===== config.mk =====
export PLATFORM = sky130hd
export DESIGN_NAME = leastsquares_ctrl
export DESIGN_NICKNAME = d
export VERILOG_FILES = /design/src/rtl/leastsquares_ctrl_pkg.sv /design/src/rtl/leastsquares_ctrl.sv
export SDC_FILE = /design/constraint.sdc
export NUM_CORES = 1
export LEC_CHECK = 0
export ABC_AREA = 1
export ABC_CLOCK_PERIOD_IN_PS = 4900
export BUFFER_PORTS_ARGS = -buffer_cell sky130_fd_sc_hd__buf_2
export CAP_MARGIN = 20
export CORE_MARGIN = 8
export CORE_UTILIZATION = 48
export CTS_BUF_LIST = sky130_fd_sc_hd__clkbuf_8 sky130_fd_sc_hd__clkbuf_16
export CTS_CLUSTER_DIAMETER = 200
export DETAILED_ROUTE_END_ITERATION = 10
export PLACE_DENSITY = 0.86
export SLEW_MARGIN = 30
export SYNTH_ARGS = -nofsm -noshare
export SYNTH_HDL_FRONTEND = slang
export SYNTH_SLANG_ARGS = --single-unit

===== constraint.sdc =====
create_clock -name clk_n -period 4.9 [get_ports clk_n]
set_input_delay 0.49 -clock clk_n [delete_from_list [all_inputs] [get_ports clk_n]]
set_output_delay 0.49 -clock clk_n [all_outputs]
set_load 0.005 [all_outputs]

===== src/rtl/leastsquares_ctrl_pkg.sv =====
// Shared definitions for the SSD accumulator sequencer: accumulator op codes,
// FSM state encoding and the datapath width.
package ls_pkg;

    localparam int DATA_W = 32;

    localparam logic [1:0] ACC_ADD = 2'd0;
    localparam logic [1:0] ACC_FIN = 2'd1;
    localparam logic [1:0] ACC_CLR = 2'd2;

    typedef enum logic [3:0] {
        ST_IDLE   = 4'd0,
        ST_CLR_S  = 4'd1,
        ST_CLR_P  = 4'd2,
        ST_WAIT   = 4'd3,
        ST_ACC_P  = 4'd4,
        ST_FIN_S  = 4'd5,
        ST_FIN_P  = 4'd6,
        ST_CAPT   = 4'd7,
        ST_RESULT = 4'd8,
        ST_ABT_S  = 4'd9,
        ST_ABT_P  = 4'd10
    } state_t;

endpackage


===== src/rtl/leastsquares_ctrl.sv =====
// Sequencer for the SSD accumulator: clear, one accumulate per operand pair, finish,
// then hand the captured sum out on a valid/ready result port.
//
// state  | meaning
// IDLE   | waiting for start
// CLR_S  | clear op set up (mode 2)
// CLR_P  | clear strobe
// WAIT   | s_ready high, waiting for a pair or abort
// ACC_P  | accumulate strobe, pair count decremented
// FIN_S  | finish op set up (mode 1)
// FIN_P  | finish strobe
// CAPT   | capture acc_data / acc_done into the result registers
// RESULT | result held until res_ready
// ABT_S  | abort clear op set up
// ABT_P  | abort clear strobe
module leastsquares_ctrl
    import ls_pkg::*;
#(
    parameter int LEN_W = 16
) (
    input  logic              clk_n,
    input  logic              rst,
    input  logic              start,
    input  logic [LEN_W-1:0]  len,
    input  logic              abort,
    input  logic              s_valid,
    output logic              s_ready,
    input  logic [DATA_W-1:0] s_a,
    input  logic [DATA_W-1:0] s_b,
    output logic [DATA_W-1:0] acc_a,
    output logic [DATA_W-1:0] acc_b,
    output logic [1:0]        acc_mode,
    output logic              acc_strobe,
    input  logic              acc_done,
    input  logic [DATA_W-1:0] acc_data,
    output logic              res_valid,
    input  logic              res_ready,
    output logic [DATA_W-1:0] res_data,
    output logic              res_err,
    output logic              busy
);

    state_t             state_q, state_d;
    logic [LEN_W-1:0]   cnt_q, cnt_d;
    logic [DATA_W-1:0]  acc_a_q, acc_a_d;
    logic [DATA_W-1:0]  acc_b_q, acc_b_d;
    logic [1:0]         acc_mode_q, acc_mode_d;
    logic               acc_strobe_q, acc_strobe_d;
    logic               s_ready_q, s_ready_d;
    logic               res_valid_q, res_valid_d;
    logic [DATA_W-1:0]  res_data_q, res_data_d;
    logic               res_err_q, res_err_d;
    logic               busy_q, busy_d;

    always_ff @(posedge clk_n or posedge rst) begin
        if (rst) begin
            state_q      <= ST_IDLE;
            cnt_q        <= '0;
            acc_a_q      <= '0;
            acc_b_q      <= '0;
            acc_mode_q   <= ACC_CLR;
            acc_strobe_q <= 1'b0;
            s_ready_q    <= 1'b0;
            res_valid_q  <= 1'b0;
            res_data_q   <= '0;
            res_err_q    <= 1'b0;
            busy_q       <= 1'b0;
        end else begin
            state_q      <= state_d;
            cnt_q        <= cnt_d;
            acc_a_q      <= acc_a_d;
            acc_b_q      <= acc_b_d;
            acc_mode_q   <= acc_mode_d;
            acc_strobe_q <= acc_strobe_d;
            s_ready_q    <= s_ready_d;
            res_valid_q  <= res_valid_d;
            res_data_q   <= res_data_d;
            res_err_q    <= res_err_d;
            busy_q       <= busy_d;
        end
    end

    always_comb begin
        state_d = state_q;
        cnt_d   = cnt_q;
        case (state_q)
            ST_IDLE: begin
                if (start) begin
                    state_d = ST_CLR_S;
                    cnt_d   = len;
                end
            end
            ST_CLR_S: state_d = ST_CLR_P;
            ST_CLR_P: state_d = (cnt_q == '0) ? ST_FIN_S : ST_WAIT;
            ST_WAIT: begin
                if (abort) begin
                    state_d = ST_ABT_S;
                end else if (s_valid) begin
                    state_d = ST_ACC_P;
                end
            end
            ST_ACC_P: begin
                cnt_d   = cnt_q - LEN_W'(1);
                state_d = (cnt_q == LEN_W'(1)) ? ST_FIN_S : ST_WAIT;
            end
            ST_FIN_S:  state_d = ST_FIN_P;
            ST_FIN_P:  state_d = ST_CAPT;
            ST_CAPT:   state_d = ST_RESULT;
            ST_RESULT: begin
                if (res_ready) begin
                    state_d = ST_IDLE;
                end
            end
            ST_ABT_S:  state_d = ST_ABT_P;
            ST_ABT_P:  state_d = ST_IDLE;
            default:   state_d = ST_IDLE;
        endcase
    end

    // Outputs are registered from the next state so every pin comes straight off a flop.
    always_comb begin
        acc_a_d      = acc_a_q;
        acc_b_d      = acc_b_q;
        acc_mode_d   = acc_mode_q;
        acc_strobe_d = 1'b0;
        s_ready_d    = 1'b0;
        res_valid_d  = 1'b0;
        res_data_d   = res_data_q;
        res_err_d    = res_err_q;
        busy_d       = (state_d != ST_IDLE);
        case (state_d)
            ST_CLR_S, ST_ABT_S: acc_mode_d = ACC_CLR;
            ST_FIN_S:           acc_mode_d = ACC_FIN;
            ST_WAIT: begin
                s_ready_d  = 1'b1;
                acc_mode_d = ACC_ADD;
            end
            ST_CLR_P, ST_ACC_P, ST_FIN_P, ST_ABT_P: acc_strobe_d = 1'b1;
            ST_RESULT: res_valid_d = 1'b1;
            default: ;
        endcase
        if (state_q == ST_WAIT && state_d == ST_ACC_P) begin
            acc_a_d = s_a;
            acc_b_d = s_b;
        end
        if (state_q == ST_CAPT) begin
            res_data_d = acc_data;
            res_err_d  = ~acc_done;
        end
    end

    assign acc_a      = acc_a_q;
    assign acc_b      = acc_b_q;
    assign acc_mode   = acc_mode_q;
    assign acc_strobe = acc_strobe_q;
    assign s_ready    = s_ready_q;
    assign res_valid  = res_valid_q;
    assign res_data   = res_data_q;
    assign res_err    = res_err_q;
    assign busy       = busy_q;

endmodule


Word level (Yosys, flattened, before mapping)
Cells that the tools add are included.

Reductions and logical operators: 9. Equal/unequal tests: 20. Bitwise logic cells: 1. Multiplexer cells: 13. $add $sub $neg: 1.

Operator list (number): one-hot mux 4 bit (10 select lines) (1); one-hot mux 16 bit (2 select lines) (1); equality test 4 x 3 -> 1 bit (second input constant) (7); equality test 4 bit (second input constant) (5); equality test 16 x 1 -> 1 bit (second input constant) (1); equality test 4 x 2 -> 1 bit (second input constant) (4); logical NOT 16 bit (1); two-way mux 16 bit (1); two-way mux 4 bit (4); subtractor 16 x 1 -> 16 bit (second input constant) (1); equality test 4 x 1 -> 1 bit (second input constant) (2); two-way mux 3 bit (2); one-hot mux 2 bit (3 select lines) (1); logical NOT 4 bit (1); nonzero test 4 bit (1); OR reduction 4 bit (1); two-way mux 1 bit (3); nonzero test 3 bit (1); != test 2 bit (second input constant) (1); AND reduction 2 bit (1); nonzero test 2 bit (1); OR reduction 2 bit (1); logical AND 1 bit (1); inverter 1 bit (1).

Logic and storage cells: 55. Output and inout port bits: 103. Register bits: 123.

Longest topological paths before layout
Gate-level depths: netlist of the first run.

Depth after elaboration: 6. Depth in mapped cells: 12. Gate-level depth less buffers: 12.

Least setup slack after synthesis of the first run
Ideal clock, no wire load.

Path kind: reg-to-reg. From: register cnt_q[0]. To: register cnt_q[14]. Data arrival time: 1.386 ns. Library setup time: 0.129 ns. Slack: 3.386 ns. Stages on the path, launching flop included: 9. Period minus slack after synthesis: 1.514 ns. Buffers on the path: 0. Cells stage by stage: dfrtp_1 -> inv_1 -> ha_1 -> nand2_1 -> nor2_1 -> nand3_1 -> xor2_1 -> nor2_1 -> o22ai_1.

Word-level cells in the longest chain between the ends: 2.

RTL lines: start, declared (line leastsquares_ctrl.sv:44) `logic [LEN_W-1:0] cnt_q, cnt_d;`; start signal, assigned (line leastsquares_ctrl.sv:70) `cnt_q <= cnt_d;`; subtractor 16 x 1 -> 16 bit (line leastsquares_ctrl.sv:103) `cnt_d = cnt_q - LEN_W'(1);`; one-hot mux 16 bit (2 select lines) (line leastsquares_ctrl.sv:86) `case (state_q)`.

Every way passes these cells. A chain may end at the register's enable or synchronous reset.

Worst setup path after layout of the first run
From: register state_q[1]. To: register acc_mode_q[0], in the netlist acc_mode[0].

Elaborated cells on any way between the ends: 22. Those cells by class: 13 x eq/ne; 6 x mux; 3 x reduce/logical.

RTL lines: start, declared (line leastsquares_ctrl.sv:43) `state_t state_q, state_d;`; start signal, assigned (line leastsquares_ctrl.sv:69) `state_q <= state_d;`; equality test 4 bit (tied with other cells) (line leastsquares_ctrl.sv:86); one-hot mux 4 bit (10 select lines) (*) (line leastsquares_ctrl.sv:86); named net state_d[2] (line leastsquares_ctrl.sv:43); equality test 4 x 1 -> 1 bit or equality test 4 bit (tied branches) (line leastsquares_ctrl.sv:131) `case (state_d)`; OR reduction 2 bit (line leastsquares_ctrl.sv:131); one-hot mux 2 bit (3 select lines) or nonzero test 3 bit (tied branches); end signal, assigned (line leastsquares_ctrl.sv:73) `acc_mode_q <= acc_mode_d;`; end, declared (line leastsquares_ctrl.sv:47) `logic [1:0] acc_mode_q, acc_mode_d;`.

Mark *: on every way through the listed nets, which the timed path passes. The rest lies on a longest branch.

==> results of run 1 <==
final timing paths:
kind                            slack (ps)  cells after the start        start            to
max in group asynchronous             3740                      3          rst  res_data[20]
worst max-delay path                  2480                     10   state_q[1]   acc_mode[0]
worst max register to register        2480                     10   state_q[1]   acc_mode[0]
min in group clk_n                     170                      2     acc_done       res_err
worst min-delay path                    80                      2          rst       res_err
worst min register to register         470                      2  res_data[9]   res_data[9]
worst register-to-register path, delay by kind of cell (launching register included):
| kind | cells | cell delay (ps) |
|---|---|---|
| buffers and inverters | 1 | 630 |
| DFF | 1 | 420 |
| and+or+nand+nor | 9 | 1260 |
layout make-up:
class | count | area (um^2)
Fill cell | 843 | 3730
Inverter | 31 | 119
Timing Repair Buffer | 223 | 1120
Clock inverter | 8 | 96.3
Clock buffer | 21 | 469
Tap cell | 140 | 175
Sequential cell | 123 | 3080
Multi-Input combinational cell | 323 | 1900
kinds of logic (layout without fill, tap and decap cells):
| logic type | Yosys count | count (layout) | synth area share, % |
|---|---|---|---|
| AO/OA/AOI/OAI | 49 | 49 | 5.30 |
| flip-flops | 123 | 123 | 59.1 |
| multiplexers | 64 | 64 | 13.8 |
| adder cells (fa/ha/maj) | 3 | 3 | 0.720 |
| AND/OR/NAND/NOR | 201 | 201 | 15.5 |
| buffers and inverters | 49 | 283 | 4.61 |
| XOR/XNOR | 6 | 6 | 1.01 |
layer usage:
layer,vias to the layer above,GRT usage [%]
li1,2062,-
met1,2051,21.5
met2,191,32.4
met3,40,6.85
met4,0,8.82
met5,-,0
registers in the layout, indices dropped and copies added (netlist names):
register	cells
cnt_q	16
res_data	32
res_err	1
s_ready	1
acc_a	32
acc_strobe	1
state_q	4
busy	1
acc_mode	2
res_valid	1
acc_b	32
cell usage in the layout (no fill, tap or decap), types with 7 or more instances in the layout:
cell type / synthesis / routed
inv_2: 7 / 7
inv_1: 24 / 25
dfrtp_1: 122 / 122
clkbuf_16: 0 / 16
a21oi_1: 11 / 11
nor2_1: 36 / 36
buf_2: 3 / 221
nand2_1: 142 / 141
nand3_1: 11 / 11
o21ai_0: 24 / 24
mux2_1: 64 / 64
where the power goes:
group,internal (W),switching (W)
clock network,0.000764,0.000416
registers,0.00151,0.000284
logic,0.000671,0.000772
total,0.00295,0.00147
stage by stage:
step / std cells / worst slack [ps] / util [%]
2_1_floorplan: 495 / 1140 / -
3_3_place_gp: 840 / 2260 / 59.7
3_5_place_dp: 840 / 2400 / 59.8
4_1_cts: 869 / 2450 / 65.1
5_1_grt: 869 / 2150 / 65.1
6_report: 869 / 2480 / 65.1
==> out/results.ini, run 1 <==
[outcome]
status = completed

[floorplanning]
coreArea_mm2 = 0.0107
die_w_um = 120
initial_core_util_pct = 48.7
ios = 222
placementRows = 38
dieArea_mm2 = 0.0145
die_h_um = 120

[setup_path]
endpoint_kind = flop
startpoint_type = flop
worstPathBufferInverterCount = 1
cpMaxStageDelayCell = buf_4
crit_family = simple AND/OR/NAND/NOR gates
path_class = flop to flop
required_ps = 5300
crit_fanout = 55
cp_cell_sequence = nand2_1 > nor2_2 > nand2_2 > buf_4 > nand2_1 > nand3b_1 > nor2_1 > nand2_1 > nand3_1 > nand2_1
cpPeakStageDelay_ps = 620
cpMostUsedCell = nand2_1
critPathArrivalTime_ps = 2820

[route]
avgRoutedWirePerCell_um = 16.0
drtIter0Drc = 211
firstDrtPassIters = 4
drtAntennaViolNets = 0
vias = 4344
wl_met1_um = 5320
wl_met2_um = 7010
routed.top_layer = met4
via_per_inst = 5.00
route.detailed.drc = 0
wl_met3_um = 1150
wl_um = 13900

[power_and_ir_drop]
p_leak_nw = 3.65
power_density_mw_per_mm2 = 635
power_w = 0.00442
ir_drop_mv = 0.313

[timing]
hold_violations = 0
fmax_mhz = 413
fin_hold_ws_ps = 78.7
worst_pin_slew_ps = 721
fin_setup_tns_ps = 0
rsz0062_at_grt = no
min_period_ps = 2420
finalSetupViolations = 0
skew_ps = 9.52
finalCritPeriodShare_pct = 49.4
slew_violations = 0
relSlewSlack_pct = 51.9

[global_routing]
grt_pass1_vias = 4503
grt_start_max_net_pins = 74
grt_pass1_wl_um = 22200
grt_usage_pct = 19.2
gr-total-overflow = 0
antenna_found_initial = 0

[layout]
drive_above_1_share_pct = 36.6
antenna_cells = 0
area_growth_syn_to_layout_pct = 33.6
layout.nets = 841
design_area_mm2 = 0.00696

[cts]
clk_pin_slew_worst_paths_ps = 60
clock-sinks = 123
cts_tree = yes
post_cts_resized = 0
htreeDepth = 4
clockRootBuffer = clkbuf_8
clk_path_buf_depth = 2
clk_latency_ps = 510
ctsHoldBuffers = 0
numCtsBuffers = 17
post-cts-setup-buffer-count = 0

[logic_synthesis]
synth_cell_type_count = 28
synth_flop_cell = dfrtp_1
synth_common_cells = nand2_1 (142), dfrtp_1 (122), mux2_1 (64)
avgSynthCellArea_um2 = 10.5
ys_ff_latch = 123
yosys_warnings = 0
synth_area_leaders = dfrtp_1 (59%), mux2_1 (14%), nand2_1 (10%)
synth_area_mm2 = 0.00521
synth_edf_count = 0
yosys.cell_count.top_type = nand2_1
synth_largest_area_cell = dfrtp_1
async_reset_ff_share_pct = 100
yosysTopAreaCellShare_pct = 58.6
syn-num-nets = 617
synth_seq_area_share_pct = 59.1
synth_cells = 495

[min_path]
hp-class = input pin to async pin

[placed_design]
port_buffers = 221
place_congestion = 0.876
dpl-instance-area_mm2 = 0.00639
hpwl_um = 10600

[run]
maxCapViolations = 0

Power figures use the tool's default switching activity.
==> inputs of run 2 (changes only) <==
--- a/config.mk
+++ b/config.mk
@@ -6,15 +6,15 @@
 export NUM_CORES = 1
 export LEC_CHECK = 0
 export ABC_AREA = 1
-export ABC_CLOCK_PERIOD_IN_PS = 4900
+export ABC_CLOCK_PERIOD_IN_PS = 2100
 export BUFFER_PORTS_ARGS = -buffer_cell sky130_fd_sc_hd__buf_2
 export CAP_MARGIN = 20
 export CORE_MARGIN = 8
-export CORE_UTILIZATION = 48
+export CORE_UTILIZATION = 43
 export CTS_BUF_LIST = sky130_fd_sc_hd__clkbuf_8 sky130_fd_sc_hd__clkbuf_16
 export CTS_CLUSTER_DIAMETER = 200
 export DETAILED_ROUTE_END_ITERATION = 10
-export PLACE_DENSITY = 0.86
+export PLACE_DENSITY = 0.82
 export SLEW_MARGIN = 30
 export SYNTH_ARGS = -nofsm -noshare
 export SYNTH_HDL_FRONTEND = slang
==> constraint.sdc (replaced) <==
create_clock -name clk_n -period 2.1 [get_ports clk_n]
set_input_delay 0.21 -clock clk_n [delete_from_list [all_inputs] [get_ports clk_n]]
set_output_delay 0.21 -clock clk_n [all_outputs]
set_load 0.005 [all_outputs]
==> out/results.ini, run 2 (same netlist as run 1, synthesis figures left out) <==
[outcome]
status = completed  ; unchanged

[floorplanning]
placementRows = 40  ; was 38
coreArea_mm2 = 0.0119  ; was 0.0107 mm^2
die_h_um = 126  ; was 120 um
die_w_um = 126  ; was 120 um
dieArea_mm2 = 0.0159  ; was 0.0145 mm^2
initial_core_util_pct = 43.8  ; was 48.7%
ios = 222  ; unchanged

[setup_path]
rr_worst_depth = 8  ; was 10
crit_fanout = 5  ; was 55
cpMostUsedCell = nor2_1  ; was nand2_1
r2r_end = cnt_q[14]  ; was acc_mode[0]
cpMaxStageDelayCell = dfrtp_1  ; was buf_4
path_class = flop to flop  ; unchanged
required_ps = 2390  ; was 5300 ps
critPathArrivalTime_ps = 1980  ; was 2820 ps
r2r_start = cnt_q[0]  ; was state_q[1]
cp_cell_sequence = inv_1 > ha_1 > nand2_1 > nor2_1 > nand3_1 > xor2_1 > nor2_1 > o22ai_1  ; was nand2_1 > nor2_2 > nand2_2 > buf_4 > nand2_1 > nand3b_1 > nor2_1 > nand2_1 > nand3_1 > nand2_1
endpoint_kind = flop  ; unchanged
startpoint_type = flop  ; unchanged
cpPeakStageDelay_ps = 390  ; was 620 ps
reg2reg_slack_ps = 410  ; was 2480 ps

[cts]
cts_tree = yes  ; unchanged
post-cts-setup-buffer-count = 0  ; unchanged
ctsHoldBuffers = 55  ; was 0
clk_latency_ps = 410  ; was 510 ps
clock-sinks = 123  ; unchanged
post_cts_resized = 0  ; unchanged
clk_path_buf_depth = 2  ; unchanged
clockRootBuffer = clkbuf_16  ; was clkbuf_8
clk_pin_slew_worst_paths_ps = 60  ; about the same
numCtsBuffers = 17  ; unchanged
htreeDepth = 4  ; unchanged

[timing]
fmax_mhz = 593  ; was 413 MHz
finalSetupViolations = 0  ; unchanged
skew_ps = 5.78  ; was 9.52 ps
hold_violations = 0  ; unchanged
fin_setup_tns_ps = 0  ; unchanged
rsz0062_at_grt = no  ; unchanged
relSlewSlack_pct = 58.1  ; was 51.9%
finalCritPeriodShare_pct = 80.3  ; was 49.4%
min_period_ps = 1690  ; was 2420 ps
slew_violations = 0  ; unchanged
fin_ws_ps = 413  ; was 2480 ps
worst_pin_slew_ps = 629  ; was 721 ps

[power_and_ir_drop]
p_leak_nw = 3.92  ; was 3.65 nW
swShare_pct = 34.0  ; was 33.3%
power_density_mw_per_mm2 = 1410  ; was 635 mW/mm^2
ir_drop_mv = 0.566  ; was 0.313 mV
pwr-share-seq_pct = 39.1  ; was 40.7%
pwr-share-comb_pct = 33.4  ; was 32.6%
power_switching_w = 0.00365  ; was 0.00147 W
p_clk_share_pct = 27.6  ; was 26.7%
internal_power_w = 0.00710  ; was 0.00295 W
power_w = 0.0108  ; was 0.00442 W

[route]
vias = 4556  ; was 4,344
drtIter0Drc = 284  ; was 211
avgRoutedWirePerCell_um = 16.7  ; was 16.0 um
route.detailed.drc = 0  ; unchanged
drtAntennaViolNets = 0  ; unchanged
wl_um = 15700  ; was 13,900 um
firstDrtPassIters = 4  ; unchanged
via_per_inst = 4.85  ; was 5.00

[placed_design]
dpl_worst_slack_ps = 424  ; was 2400 ps
port_buffers = 221  ; unchanged
place_congestion = 0.841  ; was 0.876
hpwl_um = 10400  ; was 10,600 um

[global_routing]
use_met1_pct = 22.2  ; was 21.5%
antenna_found_initial = 1  ; was 0
grt_pass1_vias = 4763  ; was 4,503
grt_pass1_wl_um = 25000  ; was 22,200 um
grt_most_used_layer = met2  ; unchanged
grt_usage_pct = 20.0  ; was 19.2%
gr-total-overflow = 0  ; unchanged
met3_usage_pct = 5.99  ; was 6.85%
grt_start_max_net_pins = 124  ; was 74
met2_usage_pct = 33.6  ; was 32.4%

[run]
maxCapViolations = 0  ; unchanged

[layout]
drive_above_1_share_pct = 34.8  ; was 36.6%
final_common_cell = buf_2  ; unchanged
area_growth_syn_to_layout_pct = 46.3  ; was 33.6%
layout.nets = 901  ; was 841
final_cell_mix = buf_2 (221), nand2_1 (141), dfrtp_1 (122)  ; unchanged

[min_path]
hp-class = input pin to async pin  ; unchanged

run 2: worst max-delay path by stage:
stage                     startpoint          end  slack (ps)  cells after the start
after floorplan                  rst     acc_a[0]         380                      1
final                       cnt_q[0]    cnt_q[14]         410                      8
after global routing      state_q[3]  acc_mode[0]         240                     11
after CTS                   cnt_q[0]    cnt_q[14]         410                      8
after global placement      cnt_q[0]    cnt_q[14]         470                      8
after detailed placement    cnt_q[0]    cnt_q[14]         420                      8
run 2: metrics by stage:
stage,utilization [%],std cells,hold slack [ps],instance area (um^2)
2_1_floorplan,-,495,319,5220
3_3_place_gp,54.3,852,410,6460
3_5_place_dp,54.3,852,413,6460
4_1_cts,64.0,939,0.564,7620
5_1_grt,64.0,940,2.51,7620
6_report,64.0,940,10.8,7620
run 2: per-layer routing:
layer / wire, um / vias up
met3: 1070 / 43
li1: - / 2181
met5: 0 / -
met1: 6200 / 2153
met4: 545 / 0
met2: 7840 / 179
run 2: power by group through the flow:
stage | Combinational [W] | Clock, W | Sequential, W
after global routing | 0.00403 | 0.00313 | 0.00434
after detailed placement | 0.00349 | 0 | 0.00417
after global placement | 0.00339 | 0 | 0.00410
final | 0.00359 | 0.00297 | 0.00420
after floorplan | 0.00175 | 0 | 0.00424
after CTS | 0.00359 | 0.00302 | 0.00415
run 2: area by class of cell:
cell class	instances	area, um^2
fillers	931	4290
flip-flops and latches	123	3080
multi-input cells	323	1900
repair buffers	283	1730
clock buffers	18	439
well taps	147	184
clock inverters	14	170
inverters	31	120
diodes	1	2.50
run 2: critical path, delay by kind of cell (launching register included):
| kind | cells | cell delay, ps |
|---|---|---|
| AOI/OAI and AO/OA | 1 | 70 |
| xor gates and xnor gates | 1 | 160 |
| DFF | 1 | 390 |
| adders and majority gates | 1 | 200 |
| and+or+nand+nor | 4 | 620 |
| buffers and inverters | 1 | 130 |
